--- src/rtl/sram_bus_arbiter.sv ---
// sram_bus_arbiter: shares one 32-bit asynchronous SRAM between instruction
// fetch (IF) and data access (MEM) with a req/done handshake.
// Build option: define ARB_ROUND_ROBIN_EN for round-robin tie-breaking;
// otherwise MEM has fixed priority over IF.
//
// state        | meaning
// S_IDLE       | strobes released, waiting for a request to grant
// S_RD         | ce_n/oe_n low for RD_WAIT cycles, data captured in the last one
// S_WR_SETUP   | address, byte enables and data driven before we_n falls
// S_WR_PULSE   | we_n low for WR_PULSE cycles
// S_DONE       | one-cycle done pulse; write data held for hold time
module sram_bus_arbiter #(
    parameter int RD_WAIT  = 1,
    parameter int WR_PULSE = 1,
    parameter int ADDR_W   = 20
) (
    input  logic              clk,
    input  logic              rst,
    input  logic              if_req,
    input  logic [31:0]       if_addr,
    output logic [31:0]       if_rdata,
    output logic              if_done,
    input  logic              mem_req,
    input  logic              mem_we,
    input  logic              mem_byte,
    input  logic [31:0]       mem_addr,
    input  logic [31:0]       mem_wdata,
    output logic [31:0]       mem_rdata,
    output logic              mem_done,
    output logic [ADDR_W-1:0] sram_addr,
    output logic [31:0]       sram_wdata,
    output logic              sram_data_oe,
    input  logic [31:0]       sram_rdata,
    output logic [3:0]        sram_be_n,
    output logic              sram_ce_n,
    output logic              sram_oe_n,
    output logic              sram_we_n
);

    typedef enum logic [2:0] {S_IDLE, S_RD, S_WR_SETUP, S_WR_PULSE, S_DONE} state_t;

    state_t            state, state_next;
    logic [2:0]        cnt, cnt_next;
    logic              gnt_mem, gnt_mem_next;
    logic              op_byte, op_byte_next;
    logic [1:0]        lane, lane_next;
    logic              pick_mem;
    logic [ADDR_W-1:0] addr_next;
    logic [31:0]       wdata_next, if_rdata_next, mem_rdata_next;
    logic [3:0]        be_n_next;
    logic              ce_n_next, oe_n_next, we_n_next, data_oe_next;
    logic              if_done_next, mem_done_next;
    logic [7:0]        rd_byte;
    logic [31:0]       load_word;
    logic              unused_addr_bits;

    // Only the word address inside the SRAM matters; the rest wraps away.
    assign unused_addr_bits = ^{if_addr[31:ADDR_W+2], if_addr[1:0], mem_addr[31:ADDR_W+2]};

`ifdef ARB_ROUND_ROBIN_EN
    logic rr_last;  // 1 = MEM was granted last

    // Tie goes to whichever port was not served last.
    always_comb begin
        if (mem_req && if_req) pick_mem = !rr_last;
        else                   pick_mem = mem_req;
    end

    // Remember the port of every grant; reset value makes the first tie go to MEM.
    always_ff @(posedge clk or negedge rst) begin
        if (!rst)                                      rr_last <= 1'b0;
        else if (state == S_IDLE && (mem_req || if_req)) rr_last <= pick_mem;
    end
`else
    assign pick_mem = mem_req;
`endif

    // Byte lane select and sign extension for LB; words pass through.
    always_comb begin
        case (lane)
            2'd0:    rd_byte = sram_rdata[7:0];
            2'd1:    rd_byte = sram_rdata[15:8];
            2'd2:    rd_byte = sram_rdata[23:16];
            default: rd_byte = sram_rdata[31:24];
        endcase
    end
    assign load_word = op_byte ? {{24{rd_byte[7]}}, rd_byte} : sram_rdata;

    // Next state and next registered output values; strobes default to released.
    always_comb begin
        state_next     = state;
        cnt_next       = cnt;
        gnt_mem_next   = gnt_mem;
        op_byte_next   = op_byte;
        lane_next      = lane;
        addr_next      = sram_addr;
        wdata_next     = sram_wdata;
        be_n_next      = sram_be_n;
        if_rdata_next  = if_rdata;
        mem_rdata_next = mem_rdata;
        ce_n_next      = 1'b1;
        oe_n_next      = 1'b1;
        we_n_next      = 1'b1;
        data_oe_next   = 1'b0;
        if_done_next   = 1'b0;
        mem_done_next  = 1'b0;
        case (state)
            S_IDLE: begin
                if (mem_req || if_req) begin
                    gnt_mem_next = pick_mem;
                    ce_n_next    = 1'b0;
                    if (pick_mem) begin
                        op_byte_next = mem_byte;
                        lane_next    = mem_addr[1:0];
                        addr_next    = mem_addr[ADDR_W+1:2];
                        be_n_next    = mem_byte ? ~(4'b0001 << mem_addr[1:0]) : 4'h0;
                    end else begin
                        op_byte_next = 1'b0;
                        lane_next    = 2'd0;
                        addr_next    = if_addr[ADDR_W+1:2];
                        be_n_next    = 4'h0;
                    end
                    if (pick_mem && mem_we) begin
                        wdata_next   = mem_byte ? {4{mem_wdata[7:0]}} : mem_wdata;
                        data_oe_next = 1'b1;
                        cnt_next     = 3'(WR_PULSE - 1);
                        state_next   = S_WR_SETUP;
                    end else begin
                        oe_n_next    = 1'b0;
                        cnt_next     = 3'(RD_WAIT - 1);
                        state_next   = S_RD;
                    end
                end
            end
            S_RD: begin
                if (cnt == 3'd0) begin
                    state_next = S_DONE;
                    if (gnt_mem) begin
                        mem_rdata_next = load_word;
                        mem_done_next  = 1'b1;
                    end else begin
                        if_rdata_next  = sram_rdata;
                        if_done_next   = 1'b1;
                    end
                end else begin
                    ce_n_next = 1'b0;
                    oe_n_next = 1'b0;
                    cnt_next  = cnt - 3'd1;
                end
            end
            S_WR_SETUP: begin
                ce_n_next    = 1'b0;
                data_oe_next = 1'b1;
                we_n_next    = 1'b0;
                state_next   = S_WR_PULSE;
            end
            S_WR_PULSE: begin
                ce_n_next    = 1'b0;
                data_oe_next = 1'b1;
                if (cnt == 3'd0) begin
                    mem_done_next = 1'b1;
                    state_next    = S_DONE;
                end else begin
                    we_n_next = 1'b0;
                    cnt_next  = cnt - 3'd1;
                end
            end
            default: state_next = S_IDLE;
        endcase
    end

    // State register plus every output register; reset releases strobes at once.
    always_ff @(posedge clk or negedge rst) begin
        if (!rst) begin
            state        <= S_IDLE;
            cnt          <= 3'd0;
            gnt_mem      <= 1'b0;
            op_byte      <= 1'b0;
            lane         <= 2'd0;
            sram_addr    <= '0;
            sram_wdata   <= 32'h0;
            sram_be_n    <= 4'hF;
            sram_ce_n    <= 1'b1;
            sram_oe_n    <= 1'b1;
            sram_we_n    <= 1'b1;
            sram_data_oe <= 1'b0;
            if_rdata     <= 32'h0;
            mem_rdata    <= 32'h0;
            if_done      <= 1'b0;
            mem_done     <= 1'b0;
        end else begin
            state        <= state_next;
            cnt          <= cnt_next;
            gnt_mem      <= gnt_mem_next;
            op_byte      <= op_byte_next;
            lane         <= lane_next;
            sram_addr    <= addr_next;
            sram_wdata   <= wdata_next;
            sram_be_n    <= be_n_next;
            sram_ce_n    <= ce_n_next;
            sram_oe_n    <= oe_n_next;
            sram_we_n    <= we_n_next;
            sram_data_oe <= data_oe_next;
            if_rdata     <= if_rdata_next;
            mem_rdata    <= mem_rdata_next;
            if_done      <= if_done_next;
            mem_done     <= mem_done_next;
        end
    end

endmodule

--- config.mk ---
export PLATFORM = sky130hd
export DESIGN_NAME = sram_bus_arbiter
export DESIGN_NICKNAME = d
export VERILOG_FILES = /design/src/rtl/sram_bus_arbiter.sv
export SDC_FILE = /design/constraint.sdc
export NUM_CORES = 1
export LEC_CHECK = 0
export CORE_MARGIN = 2
export CORE_UTILIZATION = 29
export DETAILED_ROUTE_END_ITERATION = 10
export GPL_TIMING_DRIVEN = 0
export MAX_ROUTING_LAYER = met4
export PLACE_DENSITY_LB_ADDON = 0.12
export SLEW_MARGIN = 15
export SYNTH_ARGS = -nofsm -noshare
export SYNTH_HDL_FRONTEND = slang
export SYNTH_SLANG_ARGS = --single-unit
--- constraint.sdc ---
create_clock -name clk -period 1.5 [get_ports clk]
set_input_delay 0.225 -clock clk [delete_from_list [all_inputs] [get_ports clk]]
set_output_delay 0.225 -clock clk [all_outputs]
set_load 0.03 [all_outputs]
==> metrics.txt, run 1 <==
Avg Cell Area, Syn=approximately 11 sq um; CTS Buf Count=17; Mapped Cells=roughly 530; Worst Skew=around 0.011 ns; hold depth=3; share of cells above drive strength 1=about a third; number of diodes=0; die width=148.4 um; buffers and inverters on the worst path=4; Core Footprint=around 20000 sq um; Rel. slew slack=a little under three fifths; fmax=approximately 580 MHz; clock-pin slew on the worst setup and hold paths=around 0.06 ns; r2r setup slk=-0.23 ns; Synth cell types=38; Sink Count=136; Leak=between 4 and 5 nW; H-tree Lvls=4; Crit path max-delay family=buffers and inverters; post-route ant nets=0; nets=about 950; row cnt=52; Slew @ Worst Pin=0.6467 ns; most common flop cell mapped by yosys=dfrtp_1; clock root buffer=clkbuf_16; dpl cells=between 1000 and 1500; Max FO, Critical Path=5; WP data arrival=slightly above 2 ns; Post-Route WL=20650 um; Most common cell on crit path=buf_12; Cell Pwr Density=2256 nW/um^2; crit start category=flop; cell-by-cell trace of the critical path=inv_2 > ha_4 > nand4bb_4 > nor3b_4 > buf_6 > buf_12 > buf_12 > nor2_2 > a31oi_1; sequential area share after synthesis=between 50% and 60%; drt wl/cell=around 19 um; die area=around 22000 sq um; CP Class=reg2reg; total track usage=between 10% and 20%; first-pass GRT wire length=approximately 32000 um; R2R depth=9; post-DP HPWL=14200 um; minimum clock period=between 1.5 and 2 ns; Util after Layout=about 50%; failing checks=negative setup slack; Die H=148.4 um; slowest stage delay, CP=0.39 ns; status=finished with violations; Setup TNS=-14.11 ns; initial DRC count=around 200; clock buffer depth=2; IO buf count=between 200 and 250; #FFs+latches synth=136; Syn Nets=662; Post-synth EDFFs=0; crit path launch=cnt[1]; starting density of the core=between 20 and 30%; r2r startpoint=cnt[1]; DRC=0; Peak VDD IR=~0.0011 V; fillers=roughly 1900; endpoint type of the worst setup path=flop; drt pass-1 iters=4; remaining global-route overflow=0; Post-synth ARST share=100.0%; initial antenna violation count=0; RSZ-0062 raised after global routing=true; vias per cell=roughly 4.7; Setup crit end=mem_rdata[31]; I/O pin total=260; Worst Path Required=around 1.8 ns; slowest cell on the critical path=dfrtp_1; largest net degree at the start of global routing=70; post-route cell area=10500 sq um; Hold Violations, Final=0; Critical Path Stages=9; Post-Layout Cell Count=1101; CTS tree=done; yosys warns=0; worst-skew pair later-pin latency=between 0.4 and 0.5 ns; Area growth syn-to-layout=73.63%; worst reg2reg endpoint=mem_rdata[31]; final worst setup slack=-0.2280 ns; Post-DP Area=slightly below 9000 sq um; maxcap violations=0; Vias=between 5000 and 6000; Max Slew Vio Count=0; min-delay worst type=in2reg; final worst-path cycle share=115.2%; Setup-failing EPs final=around 120; cell area after synthesis=between 6000 and 7000 sq um; Placer Congestion=~0.79; vias in the first global route=around 5500
worst min-delay path by stage:
stage / end / from
finish: sram_addr[19] / mem_req
CTS: sram_addr[19] / mem_req
global route: sram_addr[19] / mem_req
detailed placement: sram_addr[7] / rst
global placement: sram_wdata[1] / sram_wdata[1]
floorplan: cnt[0] / rst
area by class of cell:
type	instances	area, sq um	area share (%)
sequential	136	3413	32.52
multi-input combinational	347	2893	27.56
timing repair buffer	275	2751	26.22
clock buffer	19	442.9	4.220
buffer	36	435.4	4.149
tap	270	337.8	3.219
clock inverter	13	195.2	1.860
inverter	5	26.28	0.2504
logic make-up (layout without fill, tap and decap cells):
kind of cell             Yosys count  in the layout  share of synthesized area, %
XOR/XNOR                           1              1                        0.1449
AND/OR/NAND/NOR                  160            161                         12.46
AO/OA/AOI/OAI                     92             92                         8.591
adder cells (fa/ha/maj)            2              2                        0.4139
flip-flops                       136            136                         56.45
multiplexers                      91             91                         17.39
buffers and inverters             44            348                         4.554
repair_timing:
item                                    in CTS  in global routing
endpoints found under the setup margin     255                134
gates cloned                                13                  2
hold buffers                                 1                  0
hold endpoints to repair                    60                  0
setup buffers                               27                  3
resized for setup                          309                124
pin swaps                                   59                 33
flip-flops by register name (all words and copies together) (netlist names):
name,cells
sram_ce_n,1
cnt,3
sram_wdata,32
if_rdata,32
state,3
gnt_mem,1
sram_addr,20
sram_data_oe,1
sram_we_n,1
if_done,1
op_byte,1
lane,2
mem_rdata,32
sram_oe_n,1
mem_done,1
sram_be_n,4
through the flow:
stage | worst slack (ns) | hold slack [ns] | power [mW]
after floorplan | -0.01984 | -0.07059 | 12.94
after global placement | -5.451 | 0.4619 | 17.60
after detailed placement | -0.4340 | 0.2226 | 17.77
after CTS | -0.2093 | 0.2291 | 23.03
after global routing | -0.3188 | 0.2662 | 24.93
final | -0.2280 | 0.2592 | 23.68
where the power goes:
group / internal, mW / switching (mW) / leakage [nW]
combinational: 5.32 / 7.19 / 2.77
sequential: 5.47 / 1.16 / 1.59
clock: 2.85 / 1.69 / 0.300
total: 13.6 / 10.0 / 4.66
cell usage in the layout, fill, tap and decap left out, types with 3 or more instances in the layout:
cell and n:
clkdlybuf4s15_2 3, nand2b_1 27, nor2_1 27, dfrtp_1 128
dlygate4sd2_1 103, a31oi_1 23, clkdlybuf4s15_1 13, buf_4 14
mux4_2 8, nand2_2 48, nor2_4 7, dfstp_2 7
clkbuf_2 4, bufinv_16 4, clkinvlp_4 3, clkbuf_1 5
buf_8 12, buf_12 7, mux2_2 32, clkbuf_16 22
nor2_2 6, buf_2 8, buf_6 23, clkinv_4 4
o21ai_1 22, nor2b_1 3, nand2_4 16, nand2_1 14
clkdlybuf4s50_1 108, mux2i_1 51, a21oi_2 8, o21ai_2 27
buf_16 5
cells in the mapped netlist (2+ instances only):
library cell	count	area [sq um]
dfrtp_1	129	3228
nand2_1	77	289.0
mux2i_1	51	510.5
nor2_1	40	150.1
o21ai_0	40	200.2
mux2_2	32	360.4
nand2b_1	27	168.9
a31oi_1	25	156.4
buf_2	16	80.08
buf_6	11	123.9
clkbuf_1	10	37.54
o21ai_1	10	50.05
a21oi_1	8	40.04
mux4_2	8	180.2
dfstp_2	7	183.9
inv_1	4	15.01
nand3_1	3	15.01
nor2b_1	3	18.77
a21o_1	2	15.01
a22o_1	2	17.52
buf_4	2	15.01
ha_1	2	25.02
nand2_2	2	12.51
tightest hold or removal path, stage by stage:
cell and delay [ns]:
buf_2 0.17, mux2i_1 0.12, o21ai_2 0.13
metal layers:
metal | GRT usage, % | routed length (um) | vias to the layer above | part of all wire, %
met5 | - | 0 | - | 0
met4 | 5.667 | 335 | 0 | 1.6
met3 | 5.368 | 1038 | 22 | 5.0
met2 | 32.31 | 10380 | 153 | 50
met1 | 23.71 | 8897 | 2598 | 43
li1 | - | - | 2418 | -
No activity file was read; power rests on OpenSTA's default activity.
==> run 2, diff against run 1 <==
- REMOVE_ABC_BUFFERS: not set -> 1
==> metrics.txt, run 2 (synthesis gave the netlist of run 1 again) <==
met2 usage=30.00% (was 32.31%); share of cells above drive strength 1=31.41% (was 34.78%); vias in the first global route=5349 (was 5534); min-delay worst type=in2async (was in2reg); CP Class=reg2reg (unchanged); Crit path max-delay family=simple AND/OR/NAND/NOR gates (was buffers and inverters); Flop pwr share=28.9% (was 28.0%); slowest cell on the critical path=dfrtp_1 (unchanged); CTS tree=done (unchanged); H-tree Lvls=4 (unchanged); WP data arrival=1.98 ns (was 2.06 ns); Die H=148.4 um (unchanged); most common cell after layout, fill and taps aside=dfrtp_1 (unchanged); NetSw=9.944 mW (was 10.04 mW); drt wl/cell=18.08 um (was 18.75 um); Core Footprint=20360 sq um (unchanged); Top Registers=if_rdata: 32 flops, mem_rdata: 32 flops, sram_wdata: 32 flops (unchanged); Max FO, Critical Path=5 (unchanged); die area=22010 sq um (unchanged); I/O pin total=260 (unchanged); Cell Pwr Density=2238 nW/um^2 (was 2256 nW/um^2); clock-pin slew on the worst setup and hold paths=0.06 ns (about the same); remaining global-route overflow=0 (unchanged); IO buf count=237 (was 235); post-route ant nets=0 (unchanged); endpoint type of the worst setup path=flop (unchanged); Placer Congestion=0.7362 (was 0.7939); GR peak layer=met2 (unchanged); DRC=0 (unchanged); commonest cells after routing, fill and taps aside=123 x dfrtp_1, 117 x dlygate4sd2_1, 107 x clkdlybuf4s50_1 (was 128 x dfrtp_1, 108 x clkdlybuf4s50_1, 103 x dlygate4sd2_1); Leak=4.613 nW (was 4.663 nW); Setup-failing EPs final=101 (was 123); FF/Latch Area=3422 sq um (was 3413 sq um); Worst Skew=0.009100 ns (was 0.01136 ns); status=finished with violations (unchanged); drt pass-1 iters=6 (was 4); Peak VDD IR=0.0008139 V (was 0.001075 V); post-route cell area=10380 sq um (was 10500 sq um); logic gate share of total power=52.7% (was 52.9%); Total Power=23.24 mW (was 23.68 mW); row cnt=52 (unchanged); starting density of the core=29.68% (unchanged); post-DP HPWL=11310 um (was 14200 um); CTS Buf Count=17 (unchanged); Util after Layout=50.99% (was 51.54%); met1 Resource Use GR=22.11% (was 23.71%); RSZ-0062 raised after global routing=true (unchanged); Switching Share=42.80% (was 42.39%); Post-DP Area=8596 sq um (was 8795 sq um); initial DRC count=107 (was 196); total track usage=17.96% (was 19.61%); Slew @ Worst Pin=0.7921 ns (was 0.6467 ns); cell-by-cell trace of the critical path=inv_2 > ha_4 > nand4bb_4 > nor3b_4 > buf_6 > clkbuf_16 > nor2_1 > a31oi_1 (was inv_2 > ha_4 > nand4bb_4 > nor3b_4 > buf_6 > buf_12 > buf_12 > nor2_2 > a31oi_1); fillers=1816 (was 1871); first-pass GRT wire length=29620 um (was 31880 um); Rel. slew slack=47.03% (was 56.89%); Post-Route WL=19920 um (was 20650 um); Cell Int Power=13.29 mW (was 13.64 mW); maxcap violations=0 (unchanged); M3 GR Usage=3.742% (was 5.368%); DP Worst Slack=-0.7879 ns (was -0.4340 ns); nets=954 (unchanged); Sink Count=136 (unchanged); clock root buffer=clkbuf_16 (unchanged); die width=148.4 um (unchanged); Vias=5153 (was 5191); Worst Path Required=1.83 ns (about the same); worst hold slack=0.3217 ns (was 0.2592 ns); Max Slew Vio Count=0 (unchanged); Area growth syn-to-layout=71.79% (was 73.63%); Hold Violations, Final=0 (unchanged); crit start category=flop (unchanged); final worst-path cycle share=110.0% (was 115.2%); largest net degree at the start of global routing=79 (was 70); slowest stage delay, CP=0.38 ns (was 0.39 ns); final worst setup slack=-0.1507 ns (was -0.2280 ns); fmax=605.8 MHz (was 578.7 MHz); vias per cell=4.676 (was 4.715); multi-input logic area=2957 sq um (was 2893 sq um); minimum clock period=1.651 ns (was 1.728 ns); buffers and inverters on the worst path=3 (was 4); worst-skew pair later-pin latency=0.41 ns (was 0.42 ns); initial antenna violation count=1 (was 0); clock buffer depth=2 (unchanged); clock network fraction of design power=18.3% (was 19.2%); failing checks=negative setup slack (unchanged)
run 2: stage by stage:
step	std cells	TNS, ns
2_1_floorplan	487	-76.85
3_3_place_gp	994	-949.75
3_5_place_dp	999	-80.54
4_1_cts	1085	-9.729
5_1_grt	1102	-15.04
6_report	1102	-6.973
run 2: worst paths after layout:
kind,start,to,slack (ns),depth (start not counted)
worst max-delay path,cnt[0],mem_rdata[21],-0.15,8
worst min-delay path,rst,if_rdata[5],0.32,2
worst max register to register,cnt[0],mem_rdata[21],-0.15,8
min in group clk,mem_req,sram_addr[0],0.35,3
worst min register to register,sram_wdata[2],sram_wdata[2],0.48,2
max in group asynchronous,rst,sram_be_n[0],0.38,3
run 2: area by class of cell:
cell class                      instances  area share, %
Timing Repair Buffer                  299          29.24
Clock buffer                           20          4.302
Sequential cell                       136          32.96
Multi-Input combinational cell        359          28.47
Inverter                                5         0.3012
Antenna cell                            1        0.02410
Clock inverter                         12          1.446
Tap cell                              270          3.253
run 2: repair_timing:
action / CTS / global route
setup buffers: 40 / 12
endpoints found under the hold margin: 55 / 0
hold buffers: 1 / 0
gates resized for setup: 219 / 132
pin swaps: 14 / 67
cloned: 13 / 12
endpoints found under the setup margin: 256 / 124
run 2: power by group through the flow:
stage | sequential [mW] | clock (mW) | combinational (mW)
floorplan | 9.70 | 0 | 2.79
global route | 6.97 | 4.55 | 13.0
global placement | 6.65 | 0 | 10.4
CTS | 6.58 | 4.37 | 11.4
detailed placement | 6.74 | 0 | 10.6
finish | 6.73 | 4.26 | 12.2
run 2: worst reg2reg max path, stage by stage, from the launching register on:
cell and delay [ns]:
dfrtp_1 0.38, inv_2 0.09, ha_4 0.15, nand4bb_4 0.13, nor3b_4 0.32, buf_6 0.19, clkbuf_16 0.16, nor2_1 0.04
a31oi_1 0.13
run 2: layer usage:
| metal | up-vias | share of wire, % | wire length, um |
|---|---|---|---|
| li1 | 2447 | - | - |
| met1 | 2528 | 44 | 8715 |
| met2 | 160 | 50 | 10010 |
| met3 | 18 | 4.7 | 930 |
| met4 | 0 | 1.3 | 263 |
| met5 | - | 0 | 0 |
